==> src/rtl/uart_rst_seq_pkg.sv <==
// Shared types and width helpers for the UART reset sequencer.
// Holds the sequencer state enum and the counter/index width rules.
package uart_rst_seq_pkg;

    typedef enum logic [2:0] {
        ST_SYNC,
        ST_HOLD,
        ST_RELEASE,
        ST_RUN,
        ST_SOFT
    } rst_seq_state_e;

    function automatic int clog2_min1(input int value);
        int w;
        w = $clog2(value);
        return (w < 1) ? 1 : w;
    endfunction

    // The counter only ever holds a "cycles - 1" load value, so clog2 of the larger span suffices.
    function automatic int cnt_width(input int holdCycles, input int gapCycles);
        return clog2_min1((holdCycles > gapCycles) ? holdCycles : gapCycles);
    endfunction

endpackage

==> src/rtl/uart_rst_sync.sv <==
// Async-assert / sync-deassert reset synchronizer, reusable by any block.
// Output rises on the STAGES-th rising clock edge after reset deasserts.
module uart_rst_sync #(
    parameter int STAGES = 2
) (
    input  logic clock,
    input  logic reset,
    output logic rst_sync_n
);

    if (STAGES < 2) begin : g_bad_stages
        $fatal(1, "uart_rst_sync: STAGES must be >= 2");
    end

    logic [STAGES-1:0] sync_q;

    always_ff @(posedge clock or negedge reset) begin
        if (!reset) begin
            sync_q <= '0;
        end else begin
            sync_q <= {sync_q[STAGES-2:0], 1'b1};
        end
    end

    assign rst_sync_n = sync_q[STAGES-1];

endmodule

==> src/rtl/uart_reset_sequencer.sv <==
// Reset sequencer: synchronizes board reset, then releases N reset domains in order
// with programmed hold/gap spacing, and supports a soft re-sequence via req/ack.
module uart_reset_sequencer
    import uart_rst_seq_pkg::*;
#(
    parameter int N_DOMAINS   = 3,
    parameter int SYNC_STAGES = 2,
    parameter int HOLD_CYCLES = 100,
    parameter int GAP_CYCLES  = 16
) (
    input  logic                 clock,
    input  logic                 reset,
    input  logic                 soft_req,
    output logic                 soft_ack,
    output logic [N_DOMAINS-1:0] domain_rst_n,
    output logic                 ready
);

    if (N_DOMAINS < 1) begin : g_bad_n
        $fatal(1, "uart_reset_sequencer: N_DOMAINS must be >= 1");
    end
    if (SYNC_STAGES < 2) begin : g_bad_sync
        $fatal(1, "uart_reset_sequencer: SYNC_STAGES must be >= 2");
    end
    if (HOLD_CYCLES < 1) begin : g_bad_hold
        $fatal(1, "uart_reset_sequencer: HOLD_CYCLES must be >= 1");
    end
    if (GAP_CYCLES < 1) begin : g_bad_gap
        $fatal(1, "uart_reset_sequencer: GAP_CYCLES must be >= 1");
    end

    localparam int CntW = cnt_width(HOLD_CYCLES, GAP_CYCLES);
    localparam int IdxW = clog2_min1(N_DOMAINS);
    localparam logic [CntW-1:0] HoldLoad = CntW'(HOLD_CYCLES - 1);
    localparam logic [CntW-1:0] GapLoad  = CntW'(GAP_CYCLES - 1);
    localparam logic [IdxW-1:0] LastIdx  = IdxW'(N_DOMAINS - 1);

    logic rst_sync_n;

    uart_rst_sync #(
        .STAGES(SYNC_STAGES)
    ) u_rst_sync (
        .clock     (clock),
        .reset     (reset),
        .rst_sync_n(rst_sync_n)
    );

    rst_seq_state_e       state_q, state_d;
    logic [CntW-1:0]      cnt_q, cnt_d;
    logic [IdxW-1:0]      idx_q, idx_d;
    logic [N_DOMAINS-1:0] dom_q, dom_d;
    logic                 ready_q, ready_d;
    logic                 ack_q, ack_d;

    always_ff @(posedge clock or negedge reset) begin
        if (!reset) begin
            state_q <= ST_SYNC;
            cnt_q   <= '0;
            idx_q   <= '0;
            dom_q   <= '0;
            ready_q <= 1'b0;
            ack_q   <= 1'b0;
        end else begin
            state_q <= state_d;
            cnt_q   <= cnt_d;
            idx_q   <= idx_d;
            dom_q   <= dom_d;
            ready_q <= ready_d;
            ack_q   <= ack_d;
        end
    end

    // ready and ack are next-state decodes so every output leaves a flop.
    always_comb begin
        state_d = state_q;
        cnt_d   = cnt_q;
        idx_d   = idx_q;
        dom_d   = dom_q;
        ready_d = 1'b0;
        ack_d   = 1'b0;

        case (state_q)
            ST_SYNC: begin
                if (rst_sync_n) begin
                    state_d = ST_HOLD;
                    cnt_d   = HoldLoad;
                end
            end

            ST_HOLD: begin
                if (cnt_q == '0) begin
                    dom_d[0] = 1'b1;
                    cnt_d    = GapLoad;
                    idx_d    = IdxW'(1);
                    state_d  = (N_DOMAINS == 1) ? ST_RUN : ST_RELEASE;
                end else begin
                    cnt_d = cnt_q - 1'b1;
                end
            end

            ST_RELEASE: begin
                if (cnt_q == '0) begin
                    for (int k = 0; k < N_DOMAINS; k++) begin
                        if (idx_q == IdxW'(k)) begin
                            dom_d[k] = 1'b1;
                        end
                    end
                    if (idx_q == LastIdx) begin
                        state_d = ST_RUN;
                    end else begin
                        idx_d = idx_q + 1'b1;
                        cnt_d = GapLoad;
                    end
                end else begin
                    cnt_d = cnt_q - 1'b1;
                end
            end

            ST_RUN: begin
                if (soft_req) begin
                    state_d = ST_SOFT;
                    dom_d   = '0;
                    ack_d   = 1'b1;
                end else begin
                    ready_d = 1'b1;
                end
            end

            ST_SOFT: begin
                state_d = ST_HOLD;
                cnt_d   = HoldLoad;
            end

            default: begin
                state_d = ST_SYNC;
                dom_d   = '0;
            end
        endcase
    end

    assign domain_rst_n = dom_q;
    assign ready        = ready_q;
    assign soft_ack     = ack_q;

endmodule
==> config.mk <==
export PLATFORM = sky130hd
export DESIGN_NAME = uart_reset_sequencer
export DESIGN_NICKNAME = d
export VERILOG_FILES = /design/src/rtl/uart_rst_seq_pkg.sv /design/src/rtl/uart_rst_sync.sv /design/src/rtl/uart_reset_sequencer.sv
export SDC_FILE = /design/constraint.sdc
export NUM_CORES = 1
export LEC_CHECK = 0
export CAP_MARGIN = 15
export CORE_AREA = 2 2 45 47
export CTS_CLUSTER_SIZE = 40
export DETAILED_ROUTE_END_ITERATION = 16
export DIE_AREA = 0 0 47 49
export PLACE_DENSITY = 0.79
export SLEW_MARGIN = 20
export SYNTH_ARGS = -nofsm -noshare
export SYNTH_HDL_FRONTEND = slang
export SYNTH_HIERARCHICAL = 1
export SYNTH_SLANG_ARGS = --single-unit
==> constraint.sdc <==
create_clock -name clock -period 5.1 [get_ports clock]
set_clock_uncertainty 0.05 [all_clocks]
set_input_delay 1.02 -clock clock [delete_from_list [all_inputs] [get_ports clock]]
set_output_delay 1.02 -clock clock [all_outputs]
set_load 0.05 [all_outputs]
==> out/metrics.yaml, run 1 <==
synth.top_cell.area_share: 0.458
synth_area_leader_cell: "dfrtp_1"
globalRouteTotalUtil: 0.225
path_buf_inv: 1
clkPwrFrac: 0.144
hold_depth: 0
nets: 118
io_buffers: 7
hold_buffers: 0
p_per_area_nw_per_um2: 457
worst-path-stages: 1
final.setup.worst_slack_ns: 2.54
cts.sinks: 19
hold_violations: 0
switching_power_uw: 209
via_count: 759
slowest_stage: "clkdlybuf4s50_1"
status: "complete, no violations"
multi_input_area_um2: 518
tightest_slew_ns: 0.840
grt_pass1_wl_um: 3810
htreeDepth: 1
drtIter0Drc: 15
synthDistinctLibCells: 39
seqPwrFrac: 0.461
relSlewSlack: 0.439
swShare: 0.396
clkTransAtPathRegs_ns: 0.11
r2r_setup_slack_ns: 3.27
finalSetupViolations: 0
synth.area.top_cells: "dfrtp_1 46%, ha_1 6.0%, a32o_1 2.9%"
crit_chain: "clkdlybuf4s50_1"
path_max_fanout: 3
yosysMostFrequentCell: "dfrtp_1"
place_congestion: 0.911
ys_ff_latch: 19
cts_setup_buffers: 0
syn_nets: 109
cap_violations: 0
cts_resized: 0
start_util: 0.564
clkLatencyLatePin_ns: 0.29
synthTopCellsByCount: "19 x dfrtp_1, 8 x inv_1, 8 x nand2_1"
diodes: 0
synth_edf_count: 0
clock_path_buffers: 2
peakVddDrop_mv: 0.344
drc_errors: 0
synth_cells: 101
synthFlopType: "dfrtp_1"
wl_per_cell_um: 15.1
rows: 16
timing.final.crit_share: 0.503
fmax_ghz: 0.390
cp_top_family: "buffers and inverters"
drive_gt1_frac: 0.0917
critPathKind: "register to output port"
period_needed_ns: 2.56
p_int_uw: 318
die_w_um: 47
slowest_delay_ns: 0.82
core_um2: 1840
min-delay-path-class: "register to register"
p_leak_nw: 0.521
cp.required_ns: 4.03
netlist_area_um2: 1040
clockRootBuffer: "clkbuf_4"
cts_tree: "built"
yosysWarnings: 6
io_pins: 8
end_kind: "output port"
synthToLayoutAreaGrowth_pct: 11.1
grt-ovfl-total: 0
seq_area_um2: 475
dr.pass1.iters: 4
chipHeight_um: 49
combPwrFrac: 0.394
drv_slew: 0
num-fill-cells: 173
antenna_left: 0
antenna_found_initial: 0
hpwl_um: 1540
async_reset_ff_frac: 1.00
avgViaCountPerCell: 5.58
syn_area_per_cell_um2: 10.3
critPathLaunchType: "register"
r2r_cells: 6
grt_max_degree: 20
rsz0062_at_grt: "no"
pre_cts_slack_ns: 2.86
grt_pass1_vias: 860
cp.arrival_ns: 1.49
cts_buffers: 3
tns_ns: 0
drt-total-wl_um: 2060
die_area_um2: 2300
yosysSeqAreaShare: 0.458
## cell usage in the layout (no fill, tap or decap), types with 2 or more instances in the layout
master | synthesis | routed
a21oi_1 | 4 | 4
o21ai_0 | 2 | 2
and3_1 | 3 | 3
clkdlybuf4s50_1 | 0 | 7
ha_1 | 5 | 5
clkbuf_4 | 0 | 3
inv_1 | 8 | 8
nor3b_1 | 3 | 3
nand2b_1 | 3 | 3
nand2_1 | 8 | 8
and2_4 | 2 | 2
nor2b_1 | 2 | 2
a32o_1 | 3 | 3
nand3_1 | 4 | 4
a311oi_1 | 2 | 2
a31oi_1 | 3 | 3
nor2_1 | 5 | 5
dfrtp_1 | 19 | 19
## cells by family after synthesis
family | Yosys count | synth area share
adders and majority gates | 5 | 0.0602
buffers and inverters | 11 | 0.0434
and+or+nand+nor | 37 | 0.220
AOI/OAI and AO/OA | 25 | 0.182
DFF | 19 | 0.458
xor gates and xnor gates | 1 | 0.00844
other | 1 | 0.00361
muxes | 2 | 0.0241
## final timing paths
check	end	start
setup / recovery	domain_rst_n[0]	domain_rst_n[0]$_DFFE_PN0P_
hold / removal	u_rst_sync/sync_q[1]$_DFF_PN0_	u_rst_sync/sync_q[0]$_DFF_PN0_
setup reg to reg	cnt_q[3]$_DFFE_PN0P_	idx_q[0]$_DFFE_PN0P_
hold reg to reg	u_rst_sync/sync_q[1]$_DFF_PN0_	u_rst_sync/sync_q[0]$_DFF_PN0_
max in group asynchronous	cnt_q[0]$_DFFE_PN0P_	reset
min in group asynchronous	state_q[2]$_DFFE_PN0P_	reset
## final cells by class
class | count | share of cell area
repair buffers | 7 | 0.0607
clock buffers | 4 | 0.0228
well taps | 27 | 0.0293
inverters | 8 | 0.0260
multi-input cells | 71 | 0.449
flip-flops and latches | 19 | 0.412
## sequential cells by signal, indices dropped and copies added, names as in the netlist
name	flops
u_rst_sync/sync_q	2
domain_rst_n	3
soft_ack	1
cnt_q	7
state_q	3
ready	1
idx_q	2
## metal layers
layer	routed length, um	vias to the layer above	global-route usage
li1	-	375	-
met1	940	369	0.311
met2	1020	11	0.365
met3	76	4	0.0259
met4	22	0	0.0602
met5	0	-	0
## stage by stage
| stage | area [um^2] | util | hold slack [ns] | power [mW] | instances |
|---|---|---|---|---|---|
| 6_report | 1150 | 0.626 | 0.314 | 0.527 | 136 |
| 3_5_place_dp | 1130 | 0.612 | 0.298 | 0.453 | 132 |
| 3_3_place_gp | 1130 | 0.612 | 0.286 | 0.439 | 132 |
| 5_1_grt | 1150 | 0.626 | 0.327 | 0.570 | 136 |
| 4_1_cts | 1150 | 0.626 | 0.312 | 0.528 | 136 |
| 2_1_floorplan | 1040 | - | 0.281 | 0.395 | 101 |
## worst reg2reg max path: cells and delay by family, from the launching register on
| family | cells | cell delay, ns |
|---|---|---|
| buffers and inverters | 1 | 0.09 |
| adder cells (fa/ha/maj) | 1 | 0.21 |
| AO/OA/AOI/OAI | 1 | 0.21 |
| flip-flops | 1 | 0.43 |
| AND/OR/NAND/NOR | 3 | 0.72 |
## power groups by stage
| stage | Clock [mW] | Combinational, mW | Sequential, mW |
|---|---|---|---|
| floorplan | 0 | 0.140 | 0.255 |
| global placement | 0 | 0.198 | 0.241 |
| detailed placement | 0 | 0.208 | 0.246 |
| CTS | 0.0765 | 0.208 | 0.243 |
| global route | 0.0824 | 0.236 | 0.251 |
| finish | 0.0760 | 0.208 | 0.243 |
Note: power is estimated with default switching activity, not from simulation.
==> inputs of run 2 (changes only) <==
- CORE_AREA: 2 2 45 47 -> 2 2 47 49
- DIE_AREA: 0 0 47 49 -> 0 0 49 51
- PLACE_DENSITY: 0.79 -> 0.73
- clock period: 5.1 -> 2.4 ns (I/O delays scaled with it)
==> out/metrics.yaml, run 2 (synthesis gave the netlist of run 1 again) <==
hold_violations: 0
clkTransAtPathRegs_ns: 0.10
clock_path_buffers: 2
status: "complete, no violations"
regMostFlops: "cnt_q"
drc_errors: 0
die_w_um: 49
synthToLayoutAreaGrowth_pct: 11.9
antenna_found_initial: 0
swShare: 0.394
path_buf_inv: 1
diodes: 0
die_area_um2: 2500
min-delay-path-class: "register to register"
path_max_fanout: 3
p_int_uw: 678
tns_ns: 0
clockRootBuffer: "clkbuf_4"
nets: 119
critPathKind: "register to output port"
period_needed_ns: 2.00
io_pins: 8
place_congestion: 0.812
cp_top_family: "buffers and inverters"
cts_resized: 0
avgViaCountPerCell: 5.59
p_leak_nw: 0.525
crit_path_start: "domain_rst_n[0]$_DFFE_PN0P_"
crit_chain: "clkdlybuf4s50_1"
via_count: 771
holdWs_ns: 0.311
largest_register_ffs: 7
rsz0062_at_grt: "no"
drv_slew: 0
cp.required_ns: 1.87
layout.cells.non_filler: 138
hold_depth: 0
antenna_left: 0
final_common_cell: "dfrtp_1"
clkPwrFrac: 0.143
slowest_stage: "clkdlybuf4s50_1"
switching_power_uw: 441
min_from: "u_rst_sync/sync_q[0]$_DFF_PN0_"
post-place-cells: 134
combPwrFrac: 0.394
start_util: 0.503
cp.arrival_ns: 1.47
hold_end: "u_rst_sync/sync_q[1]$_DFF_PN0_"
end_kind: "output port"
finalSetupViolations: 0
grt_pass1_wl_um: 3130
mostFrequentLayoutCells: "19 x dfrtp_1, 8 x inv_1, 8 x nand2_1"
p_per_area_nw_per_um2: 963
fmax_ghz: 0.500
r2r_setup_slack_ns: 0.61
io_buffers: 7
r2r_cells: 6
drive_gt1_frac: 0.100
core_um2: 2060
drtIter0Drc: 19
grt-ovfl-total: 0
grt_max_degree: 20
cts_setup_buffers: 0
seqPwrFrac: 0.463
dr.pass1.iters: 4
cap_violations: 0
critPathLaunchType: "register"
worst-path-stages: 1
timing.final.crit_share: 0.834
slowest_delay_ns: 0.80
r2r-end: "cnt_q[3]$_DFFE_PN0P_"
hold_buffers: 0
cts_buffers: 3
cts.sinks: 19
wl_per_cell_um: 13.8
peakVddDrop_mv: 0.519
num-fill-cells: 186
globalRouteTotalUtil: 0.166
r2r_start: "idx_q[0]$_DFFE_PN0P_"
chipHeight_um: 51
rows: 17
grt_pass1_vias: 715
clkLatencyLatePin_ns: 0.29
cts_tree: "built"
htreeDepth: 1
drt-total-wl_um: 1900
hpwl_um: 1390
run 2: cell count changes in the layout (fill, tap and decap cells not counted):
cell / previous run / this run
buf_4: 0 / 1
run 2: layout make-up:
class	count	area (um^2)	share of cell area
Clock buffer	4	26.3	0.0226
Inverter	8	30.0	0.0258
Multi-Input combinational cell	71	518	0.446
Sequential cell	19	475	0.409
Tap cell	28	35.0	0.0301
Timing Repair Buffer	8	77.6	0.0667
run 2: worst max-delay path by stage:
| stage | slack, ns | to |
|---|---|---|
| after global placement | 0.69 | idx_q[0]$_DFFE_PN0P_ |
| after floorplan | 0.78 | cnt_q[3]$_DFFE_PN0P_ |
| final | 0.40 | domain_rst_n[0] |
| after detailed placement | 0.61 | domain_rst_n[0]$_DFFE_PN0P_ |
| after global routing | 0.35 | domain_rst_n[0] |
| after CTS | 0.39 | domain_rst_n[0] |
run 2: through the flow:
step | area [um^2] | power [mW] | utilization | setup WS (ns)
CTS | 1160 | 1.12 | 0.563 | 0.394
detailed placement | 1140 | 0.963 | 0.551 | 0.614
finish | 1160 | 1.12 | 0.563 | 0.399
floorplan | 1040 | 0.840 | - | 0.780
global route | 1160 | 1.19 | 0.563 | 0.349
global placement | 1140 | 0.949 | 0.551 | 0.692
run 2: power by group through the flow:
stage	logic (mW)	clock network, mW	registers [mW]
2_1_floorplan	0.298	0	0.543
3_3_place_gp	0.432	0	0.517
3_5_place_dp	0.439	0	0.524
4_1_cts	0.443	0.163	0.518
5_1_grt	0.486	0.175	0.531
6_report	0.441	0.160	0.519
run 2: layer usage:
| metal | vias to the layer above | track usage | share of wire |
|---|---|---|---|
| met2 | 10 | 0.274 | 0.47 |
| li1 | 384 | - | - |
| met4 | 0 | 0.0857 | 0.0084 |
| met3 | 2 | 0.0263 | 0.023 |
| met5 | - | 0 | 0 |
| met1 | 375 | 0.212 | 0.49 |
==> inputs of run 3 (changes only) <==
- clock period: 2.4 -> 2.1 ns (I/O delays scaled with it)
==> out/metrics.yaml, run 3 (synthesis gave the netlist of run 1 again) <==
hold_buffers: 0
min-delay-path-class: "register to register"
end_kind: "output port"
cp.arrival_ns: 1.47
path_max_fanout: 3
clockRootBuffer: "clkbuf_4"
seq_area_um2: 475
peakVddDrop_mv: 0.650
antenna_left: 0
place_area_um2: 1140
io_buffers: 7
start_util: 0.503
mostFrequentLayoutCells: "19 x dfrtp_1, 8 x inv_1, 8 x nand2_1"
drt-total-wl_um: 1850
die_w_um: 49
drive_gt1_frac: 0.109
cts_setup_buffers: 0
hpwl_um: 1350
cp_top_family: "buffers and inverters"
slowest_stage: "clkdlybuf4s50_1"
p_per_area_nw_per_um2: 1100
hold_violations: 0
pre_cts_slack_ns: 0.343
drtIter0Drc: 13
core_um2: 2060
cts_tree: "built"
rows: 17
synthToLayoutAreaGrowth_pct: 12.0
tns_ns: 0
final.setup.worst_slack_ns: 0.160
dr.pass1.iters: 4
via_count: 750
wl_per_cell_um: 13.4
regMostFlops: "cnt_q"
grt_pass1_vias: 755
critPathLaunchType: "register"
clkTransAtPathRegs_ns: 0.11
io_pins: 8
period_needed_ns: 1.94
grt_max_degree: 20
design_area_um2: 1160
htreeDepth: 1
grt_pass1_wl_um: 3350
final_common_cell: "dfrtp_1"
clkLatencyLatePin_ns: 0.29
grt-ovfl-total: 0
cts.sinks: 19
nets: 119
path_buf_inv: 1
finalSetupViolations: 0
slowest_delay_ns: 0.80
multi_input_area_um2: 518
cp.required_ns: 1.63
chipHeight_um: 51
cts_resized: 0
globalRouteTotalUtil: 0.174
place_congestion: 0.828
avgViaCountPerCell: 5.43
drc_errors: 0
antenna_found_initial: 0
p_leak_nw: 0.528
critPathKind: "register to output port"
holdWs_ns: 0.314
num-fill-cells: 181
die_area_um2: 2500
cts_buffers: 3
crit_chain: "clkdlybuf4s50_1"
timing.final.crit_share: 0.924
clock_path_buffers: 2
status: "complete, no violations"
diodes: 0
largest_register_ffs: 7
drv_slew: 0
rsz0062_at_grt: "no"
fmax_ghz: 0.515
cap_violations: 0
[run 3: cell types whose count changed in the layout (fill, tap and decap cells not counted)]
| cell | previous run | this run |
|---|---|---|
| clkbuf_1 | 1 | 0 |
| clkinv_2 | 0 | 1 |
[run 3: worst paths after layout]
check | start | to | slack (ns) | cells after the start
max | domain_rst_n[0]$_DFFE_PN0P_ | domain_rst_n[0] | 0.16 | 1
min reg2reg | u_rst_sync/sync_q[0]$_DFF_PN0_ | u_rst_sync/sync_q[1]$_DFF_PN0_ | 0.31 | 0
max reg2reg | idx_q[0]$_DFFE_PN0P_ | cnt_q[3]$_DFFE_PN0P_ | 0.30 | 6
max in group asynchronous | reset | domain_rst_n[0]$_DFFE_PN0P_ | 1.42 | 2
min | u_rst_sync/sync_q[0]$_DFF_PN0_ | u_rst_sync/sync_q[1]$_DFF_PN0_ | 0.31 | 0
min in group asynchronous | reset | idx_q[1]$_DFFE_PN0P_ | 0.38 | 2
[run 3: metrics by stage]
step                instances  total power [mW]  utilization
finish                    138              1.28        0.564
global route              138              1.37        0.564
CTS                       138              1.28        0.564
detailed placement        134              1.09        0.551
global placement          134              1.08        0.551
floorplan                 101             0.960            -
[run 3: metal layers]
layer	GRT usage	up-vias	routed length (um)
met5	0	-	0
met4	0.0810	0	30
met3	0.0175	5	32
li1	-	381	-
met2	0.288	12	866
met1	0.231	352	923
[run 3: layout make-up]
| cell class | instances | share of cell area |
|---|---|---|
| multi-input combinational | 71 | 0.445 |
| sequential | 19 | 0.409 |
| timing repair buffer | 8 | 0.0667 |
| tap | 28 | 0.0301 |
| inverter | 8 | 0.0258 |
| clock buffer | 3 | 0.0194 |
| clock inverter | 1 | 0.00430 |
[run 3: where the power goes]
group          total (mW)  leakage (nW)  internal [mW]  switching, mW
registers           0.588         0.236          0.466          0.122
logic               0.505         0.274          0.234          0.270
clock network       0.187        0.0177         0.0709          0.116
